`config.mk`:
```
export PLATFORM = sky130hd
export DESIGN_NAME = nco_keyed_carrier
export DESIGN_NICKNAME = d
export VERILOG_FILES = /design/src/rtl/nco_keyed_carrier.sv
export SDC_FILE = /design/constraint.sdc
export NUM_CORES = 1
export LEC_CHECK = 0
export ABC_AREA = 1
export ABC_CLOCK_PERIOD_IN_PS = 5700
export BUFFER_PORTS_ARGS = -buffer_cell sky130_fd_sc_hd__buf_2
export CAP_MARGIN = 0
export CORE_ASPECT_RATIO = 0.5
export CORE_MARGIN = 2
export CORE_UTILIZATION = 71
export CTS_BUF_LIST = sky130_fd_sc_hd__clkbuf_8
export DETAILED_ROUTE_END_ITERATION = 8
export GPL_ROUTABILITY_DRIVEN = 0
export HOLD_SLACK_MARGIN = 0.03
export PLACE_DENSITY = 0.89
export SYNTH_ARGS = -nofsm -noshare
export SYNTH_HDL_FRONTEND = slang
export SYNTH_SLANG_ARGS = --single-unit
```
`constraint.sdc`:
```
create_clock -name CLK -period 5.7 [get_ports CLK]
set_input_delay 1.14 -clock CLK [delete_from_list [all_inputs] [get_ports CLK]]
set_output_delay 1.14 -clock CLK [all_outputs]
set_load 0.02 [all_outputs]
```
`src/rtl/nco_keyed_carrier.sv`:
```
// Keyed square-wave carrier: a phase-accumulator NCO gated by a valid/ready symbol engine.
// Supports off, CW, OOK and binary FSK; carrier_out is registered from the accumulator MSB.
module nco_keyed_carrier #(
    parameter int unsigned CLK_HZ     = 100_000_000,
    parameter int unsigned CARRIER_HZ = 500_000,
    parameter int unsigned DEV_HZ     = 50_000,
    parameter int unsigned BAUD       = 10_000,
    parameter int unsigned ACC_W      = 32
) (
    input  logic       CLK,
    input  logic       reset_trigger,
    input  logic       enable,
    input  logic [1:0] mode,
    input  logic       sym_data,
    input  logic       sym_valid,
    output logic       sym_ready,
    output logic       busy,
    output logic       sym_strobe,
    output logic       carrier_out
);

    localparam int unsigned BAUD_DIV = CLK_HZ / BAUD;
    localparam int unsigned TMR_W    = $clog2(BAUD_DIV);

    // Tuning words: floor(F * 2^ACC_W / CLK_HZ), evaluated in 64 bits to avoid overflow.
    localparam logic [63:0] FTW_C_WIDE = (64'(CARRIER_HZ) << ACC_W) / 64'(CLK_HZ);
    localparam logic [63:0] FTW_S_WIDE = (64'(CARRIER_HZ - DEV_HZ) << ACC_W) / 64'(CLK_HZ);
    localparam logic [63:0] FTW_M_WIDE = (64'(CARRIER_HZ + DEV_HZ) << ACC_W) / 64'(CLK_HZ);
    localparam logic [ACC_W-1:0] FTW_C = FTW_C_WIDE[ACC_W-1:0];
    localparam logic [ACC_W-1:0] FTW_S = FTW_S_WIDE[ACC_W-1:0];
    localparam logic [ACC_W-1:0] FTW_M = FTW_M_WIDE[ACC_W-1:0];

    typedef enum logic [1:0] {
        MODE_OFF = 2'b00,
        MODE_CW  = 2'b01,
        MODE_OOK = 2'b10,
        MODE_FSK = 2'b11
    } mode_t;

    typedef enum logic {
        IDLE = 1'b0,
        SEND = 1'b1
    } state_t;

    mode_t              mode_sel;
    state_t             state, state_nxt;
    logic [TMR_W-1:0]   timer, timer_nxt;
    logic               cur_bit, cur_bit_nxt;
    logic [ACC_W-1:0]   acc, ftw_sel;
    logic               active, handshake, carrier_raw, carrier_gated;

    assign mode_sel    = mode_t'(mode);
    assign carrier_raw = acc[ACC_W-1];

    // Symbol engine: next state and handshake outputs.
    always_comb begin
        // NOTE: every signal driven here gets a default first, so no path leaves one unassigned and infers a latch.
        state_nxt   = state;
        timer_nxt   = timer;
        cur_bit_nxt = cur_bit;

        active     = enable && (mode_sel != MODE_OFF);
        busy       = (state == SEND);
        // Outputs are forced low while reset is held, even before any clock edge.
        sym_ready  = active && !reset_trigger && ((state == IDLE) || (timer == '0));
        sym_strobe = active && !reset_trigger && (state == SEND) && (timer == '0);
        handshake  = sym_ready && sym_valid;

        if (enable) begin
            if (mode_sel == MODE_OFF) begin
                state_nxt = IDLE;
                timer_nxt = '0;
            end else if (handshake) begin
                state_nxt   = SEND;
                cur_bit_nxt = sym_data;
                timer_nxt   = TMR_W'(BAUD_DIV - 1);
            end else if (state == SEND) begin
                if (timer == '0) begin
                    state_nxt = IDLE;
                end else begin
                    timer_nxt = timer - TMR_W'(1);
                end
            end
        end
    end

    // Tuning-word select and output keying.
    always_comb begin
        ftw_sel = FTW_C;
        if (mode_sel == MODE_FSK) begin
            // Idle in FSK holds the mark tone.
            ftw_sel = ((state == SEND) && !cur_bit) ? FTW_S : FTW_M;
        end

        carrier_gated = 1'b0;
        case (mode_sel)
            MODE_CW, MODE_FSK: carrier_gated = carrier_raw;
            MODE_OOK:          carrier_gated = carrier_raw && busy && cur_bit;
            default:           carrier_gated = 1'b0;
        endcase
    end

    always_ff @(posedge CLK or posedge reset_trigger) begin
        if (reset_trigger) begin
            acc         <= '0;
            timer       <= '0;
            state       <= IDLE;
            cur_bit     <= 1'b0;
            carrier_out <= 1'b0;
        end else begin
            // NOTE: non-blocking assignments so every register samples the pre-edge values of the others.
            carrier_out <= enable && carrier_gated;
            state       <= state_nxt;
            timer       <= timer_nxt;
            cur_bit     <= cur_bit_nxt;
            // Only entry to the off mode clears phase; all other switches stay phase-continuous.
            if (enable) begin
                acc <= (mode_sel == MODE_OFF) ? '0 : acc + ftw_sel;
            end
        end
    end

endmodule

```
After elaboration in Yosys (flattened, before gate mapping):

Index checks and enable logic that the tools add are counted.

* eq/ne operators: 4
* add/sub/neg operators: 2
* bitwise gates (word level): 2
* reductions and logical operators: 20
* muxes and demuxes: 12

Operators by type and width (count)
* $mux W14: 4
* $mux W23: 2
* $add A32 B32 Y32: 1
* $mux W32: 1
* $logic_not A14 Y1: 1
* $sub A14 B1 Y14 const B: 1
* $logic_and A1 B1 Y1: 10
* $reduce_and A3 Y1: 2
* $eq A2 B2 Y1 const B: 2
* $mux W1: 4
* $ne A3 B2 Y1 const B: 1
* $reduce_bool A3 Y1: 1
* $eq A2 B1 Y1 const B: 1
* $logic_not A1 Y1: 2
* $logic_not A2 Y1: 1
* $not A1 Y1: 2
* $pmux W1 S2: 1
* $reduce_bool A2 Y1: 1
* $reduce_or A2 Y1: 1
* $logic_or A1 B1 Y1: 1

* logic and storage cells: 45
* bits in registers: 49
* input bits: 7
* output and inout port bits: 4

Logic depth before layout (Yosys ltp):

Gate-level depths: netlist (run 1).

* depth in word-level cells: 7
* depth in mapped cells: 17
* depth with buffers taken out: 17

Least setup slack after synthesis (run 1):

No wires, ideal clock.

* kind: input to output
* start point: in enable
* end point: out sym_strobe
* data arrival time: 2.699 ns
* buffers on the path: 2
* cell stages on the path: 6
* required time: 4.560 ns
* slack: 1.861 ns
* cells stage by stage: buf_2 -> inv_1 -> nor2_1 -> inv_1 -> clkbuf_1 -> nor4_1

* cells in the longest elaborated chain, start to end: 4

Ends and longest elaborated chain
* from (decl): line 12 `input logic enable,`
* $logic_and A1 B1 Y1: line 62 `active = enable && (mode_sel != MODE_OFF);`
* $logic_and A1 B1 Y1 (3 in a row): line 66 `sym_strobe = active && !reset_trigger && (state == SEND) && (timer == '0);`
* to (decl): line 18 `output logic sym_strobe,`

Every way passes these cells.

Worst setup path after layout (run 1):

Same ends and word-level chain as after synthesis.

==> results.cfg, run 1 <==
[clocking]
cts_tree = done
clock_latency_ns = 0.32
cts-root-buf = clkbuf_8
cts_resized = 0
cts.clk_slew.worst_paths_ns = 0.09
cts_buffers = 5
post_cts_buffers = 0
htreeDepth = 2
cts_max_path_buffers = 2
cts.sinks = 47
cts_hold_buffers = 0

[timing]
skew_ns = 0.00398
min_period_ns = 3.90
slew_headroom_pct = 31.3
max_freq_mhz = 256
hold_violations = 0
tightest_slew_ns = 1.03
holdWs_ns = 0.507
slew_viol_final = 0
rsz0062_at_grt = no
setup_viol = 0
fin_crit_sh_pct = 68.5
finalSetupTns_ns = 0

[layout]
n_antenna_cell = 0
final_common_cell = nand2_1
drive_gt1_share_pct = 12.6
areaGrowthSynthToFinish_pct = 5.02
utilization_pct = 78.5
nNetsFinal = 675
instances_no_fill = 725
final_cell_mix = nand2_1, inv_1, nand3_1

[global_route]
grt_max_degree = 49
overflow = 0
antenna_found_initial = 0
grt_pass1_wl_um = 17200
grt_pass1_vias = 3785
grt_usage_pct = 33.3

[setup_path]
critPathLaunchType = input port
critical_path.max_stage_delay_ns = 0.64
cp_max_fo = 24
crit_type = in -> out
end_kind = primary output
r2r_start = busy
worstRegToRegCells = 12
path_buf_inv = 4
r2r_slack_ns = 3.15
required_ns = 4.56
crit_family = buffers and inverters
crit_chain = buf_2 > inv_1 > nor2_1 > inv_1 > nor4_1 > buf_2
worst_r2r_endpoint = acc[23]
critPathArrivalTime_ns = 2.76
crit_path_top_delay_cell = inv_1

[placed_design]
portBuffers = 10
dpl.hpwl_um = 7770
dp_cells = 717

[synth]
synth_area_leaders = dfrtp_1, nand2_1, nand3_1
synth_area_per_cell_um2 = 6.50
synth_edf_count = 0
synth_seq_cells = 47
synth_top_area_cell = dfrtp_1
yosysSeqAreaShare_pct = 28.3
ys_async_sr_fraction_pct = 100
synth_cell_types = 39
syn_area_um2 = 4160
synth_nets = 664
yosysWarnings = 0
synth_top_area_share_pct = 28.3
ys.flop_type = dfrtp_1
synthCells = 640

[detailed_routing]
ant_nets = 0
drtPass1Iterations = 5
drt-initial-drc-count = 367
vias = 4184
vias_per_cell = 5.77
drc_errors = 0
avgRoutedWirePerCell_um = 14.3
wl_um = 10300

[floorplan]
die_x_um = 112
initial_core_util_pct = 74.8
fp.dieH_um = 58.1
core_um2 = 5560
dieArea_um2 = 6520
rows = 19
ios = 11

[worst_hold_path]
holdCritPathClass = reg -> reg
hold_path_depth = 2
hold_path_end = acc[10]
holdCritStartpoint = acc[10]

[pwr]
power-per-cell-area_nw_per_um2 = 467
leakagePower_uw = 0.00238
vdd_drop_max_v = 0.000374

[outcome]
status = finished, final reports clean

[run]
cap_violations = 0
==> routing by layer <==
metal  track usage [%]  wire length, µm
met1              46.3             4710
met2              52.8             4510
met3              7.43              987
met4              10.8              142
met5                 0                0
==> metrics by stage <==
| step | cell area [µm²] | total power [µW] | setup slack [ns] |
|---|---|---|---|
| floorplan | 4160 | 1540 | 1.86 |
| global placement | 4280 | 1760 | 1.87 |
| detailed placement | 4280 | 1790 | 1.86 |
| CTS | 4370 | 2010 | 1.85 |
| global route | 4370 | 2230 | 1.65 |
| finish | 4370 | 2040 | 1.80 |
==> cell usage after synthesis (2+ instances only) <==
master and instances:
nand2_1 202, inv_1 84, nand3_1 65, dfrtp_1 47
nor2_1 47, o21ai_0 31, a21oi_1 25, ha_1 16
nand2_2 16, nand4_1 12, nand2_4 10, nor2_2 9
nor3_1 8, inv_2 7, nand3_2 6, xor2_1 6
nor2_4 5, o21ai_1 5, clkbuf_1 4, buf_2 3
nand3b_1 3, o21bai_1 3, o22ai_1 3, or2_2 3
a21boi_0 2, a22o_1 2, and2_1 2, o31ai_1 2
xnor2_1 2
==> sequential cells by signal, indices dropped and copies added, names as in the netlist <==
register	flops
acc	30
timer	14
busy	1
carrier_out	1
cur_bit	1
==> cell type report <==
cell class	count	area, µm²
Timing Repair Buffer	11	57.6
Clock buffer	5	68.8
Sequential cell	47	1180
Fill cell	451	1190
Clock inverter	3	21.3
Inverter	92	353
Multi-Input combinational cell	494	2600
Tap cell	73	91.3
==> cell families after synthesis <==
kind of cell / Yosys count / share of synthesized area (%)
compound gates: 74 / 9.69
flops: 47 / 28.3
xor+xnor: 8 / 1.68
simple gates: 395 / 45.8
buf+inv: 99 / 9.21
fa+ha+maj: 17 / 5.29
==> power by group <==
| part | switching (µW) | internal [µW] |
|---|---|---|
| logic | 817 | 417 |
| registers | 137 | 452 |
| clock network | 128 | 86.7 |
==> worst reg2reg max path, cell delays in order, from the launching register on <==
cell and delay (ns):
dfrtp_1 0.49, nand2_4 0.22, nand2_8 0.14, ha_1 0.38
nand2_1 0.15, nor2_1 0.27, inv_1 0.07, nor2_1 0.27
nand3_1 0.18, nand3_1 0.12, nand2_1 0.06, nand3_1 0.07
nand2_1 0.05
==> how the worst max path moves through the flow <==
stage	start	endpoint	slack, ns	cells after the start
global route	enable	sym_strobe	1.65	6
CTS	enable	sym_strobe	1.85	6
finish	enable	sym_strobe	1.80	6
detailed placement	enable	sym_strobe	1.86	6
floorplan	enable	sym_strobe	1.86	6
global placement	enable	sym_strobe	1.87	6
Power figures use the tool's default switching activity.
==> run 2, diff against run 1 <==
--- a/config.mk
+++ b/config.mk
@@ -6,17 +6,17 @@
 export NUM_CORES = 1
 export LEC_CHECK = 0
 export ABC_AREA = 1
-export ABC_CLOCK_PERIOD_IN_PS = 5700
+export ABC_CLOCK_PERIOD_IN_PS = 3730
 export BUFFER_PORTS_ARGS = -buffer_cell sky130_fd_sc_hd__buf_2
 export CAP_MARGIN = 0
 export CORE_ASPECT_RATIO = 0.5
 export CORE_MARGIN = 2
-export CORE_UTILIZATION = 71
+export CORE_UTILIZATION = 66
 export CTS_BUF_LIST = sky130_fd_sc_hd__clkbuf_8
 export DETAILED_ROUTE_END_ITERATION = 8
 export GPL_ROUTABILITY_DRIVEN = 0
 export HOLD_SLACK_MARGIN = 0.03
-export PLACE_DENSITY = 0.89
+export PLACE_DENSITY = 0.84
 export SYNTH_ARGS = -nofsm -noshare
 export SYNTH_HDL_FRONTEND = slang
 export SYNTH_SLANG_ARGS = --single-unit
==> constraint.sdc (replaced) <==
create_clock -name CLK -period 3.73 [get_ports CLK]
set_input_delay 0.746 -clock CLK [delete_from_list [all_inputs] [get_ports CLK]]
set_output_delay 0.746 -clock CLK [all_outputs]
set_load 0.02 [all_outputs]
==> run 2 against run 1 <==
Clock power grew 56%. Worst setup slack lost 0.78 ns. Design area grew 0.77%. Cell count grew 2.3%. Wire length grew 5.6%. Sequential power grew 56%. Non-clock buffer count grew 2. Global-route usage grew 0.66 points. Register-to-register slack lost 2.0 ns. Clock skew grew 0.0035 ns. Combinational power grew 54%. Critical path type unchanged.
==> results.cfg, run 2 (synthesis gave the netlist of run 1 again) <==
[outcome]
status = finished, final reports clean

[setup_path]
required_ns = 2.98
critPathArrivalTime_ns = 1.97
crit_type = in -> out
cp_max_fo = 14
critPathLaunchType = input port
r2r_slack_ns = 1.18
worst_r2r_endpoint = acc[26]
end_kind = primary output
r2r_start = cur_bit
endpoint = sym_ready
worstRegToRegCells = 14
startpoint = mode[1]

[timing]
max_freq_mhz = 368
slew_viol_final = 0
rsz0062_at_grt = no
min_period_ns = 2.72
holdWs_ns = 0.508
fin_crit_sh_pct = 72.9
setup_viol = 0
tightest_slew_ns = 0.622
hold_violations = 0
slew_headroom_pct = 58.5
skew_ns = 0.00751
finalSetupTns_ns = 0

[clocking]
cts.clk_slew.worst_paths_ns = 0.10
cts_tree = done
cts_max_path_buffers = 2
cts-root-buf = clkbuf_8
htreeDepth = 2
cts_hold_buffers = 0
cts.sinks = 47
cts_buffers = 5
clock_latency_ns = 0.33
cts_resized = 0
post_cts_buffers = 0

[floorplan]
initial_core_util_pct = 68.4
die_x_um = 116
dieArea_um2 = 6990
rows = 20
ios = 11
fp.dieH_um = 60.1
core_um2 = 6080

[global_route]
grt_max_degree = 48
overflow = 0
grt_usage_pct = 34.0
grt_pass1_wl_um = 18000
antenna_found_initial = 0
grt_pass1_vias = 3814

[layout]
areaGrowthSynthToFinish_pct = 5.84
n_antenna_cell = 0
final_area_um2 = 4400
final_common_cell = nand2_1
drive_gt1_share_pct = 12.8
reg.largest.list = acc x30, timer x14
largest-register = acc
final_cell_mix = nand2_1, inv_1, nand3_1
nNetsFinal = 677
largest_reg_flops = 30

[detailed_routing]
vias = 4121
drtPass1Iterations = 4
drc_errors = 0
ant_nets = 0
wl_um = 10900
avgRoutedWirePerCell_um = 14.7
drt-initial-drc-count = 319
vias_per_cell = 5.55

[placed_design]
portBuffers = 10
dpl.hpwl_um = 8220
dpl_cell_area_um2 = 4310

[pwr]
leakagePower_uw = 0.00239
vdd_drop_max_v = 0.000421
power-per-cell-area_nw_per_um2 = 715

[worst_hold_path]
hold_path_depth = 2
holdCritPathClass = reg -> reg

[run]
cap_violations = 0
==> run 2: where the power goes <==
part / switching [µW] / internal, µW / total [µW]
sequential: 225 / 691 / 917
clock: 203 / 132 / 335
combinational: 1250 / 640 / 1890
==> run 2: layer usage <==
| layer | global-route usage [%] | up-vias | wire length, µm |
|---|---|---|---|
| li1 | - | 2071 | - |
| met1 | 47.0 | 1878 | 5090 |
| met2 | 53.2 | 150 | 4820 |
| met3 | 6.80 | 22 | 775 |
| met4 | 12.9 | 0 | 244 |
| met5 | 0 | - | 0 |
==> run 2: worst min path at each step <==
| stage | slack, ns | endpoint | from |
|---|---|---|---|
| floorplan | 0.46 | acc[10] | acc[10] |
| global placement | 0.48 | acc[22] | acc[22] |
| detailed placement | 0.49 | timer[9] | timer[9] |
| CTS | 0.51 | timer[9] | timer[9] |
| global route | 0.56 | acc[30] | acc[30] |
| finish | 0.51 | timer[9] | timer[9] |
==> run 2: critical path, cell delays in order <==
cell	delay, ns
buf_2	0.14
nor2_1	0.30
nor2_1	0.10
inv_1	0.39
nor3_1	0.12
buf_2	0.18
==> run 2: layout make-up <==
cell class	instances	area, µm²
multi-input combinational	494	2600
inverter	92	353
sequential	47	1180
timing repair buffer	13	72.6
clock buffer	5	68.8
tap	88	110
clock inverter	3	21.3
fill	530	1680
==> run 2: stage by stage <==
step	worst slack (ns)	power [µW]	std cells	util (%)
3_3_place_gp	0.818	2720	734	70.9
6_report	1.01	3150	742	72.4
3_5_place_dp	0.794	2760	734	70.9
2_1_floorplan	0.679	2350	640	-
4_1_cts	1.03	3110	742	72.4
5_1_grt	0.909	3440	742	72.4
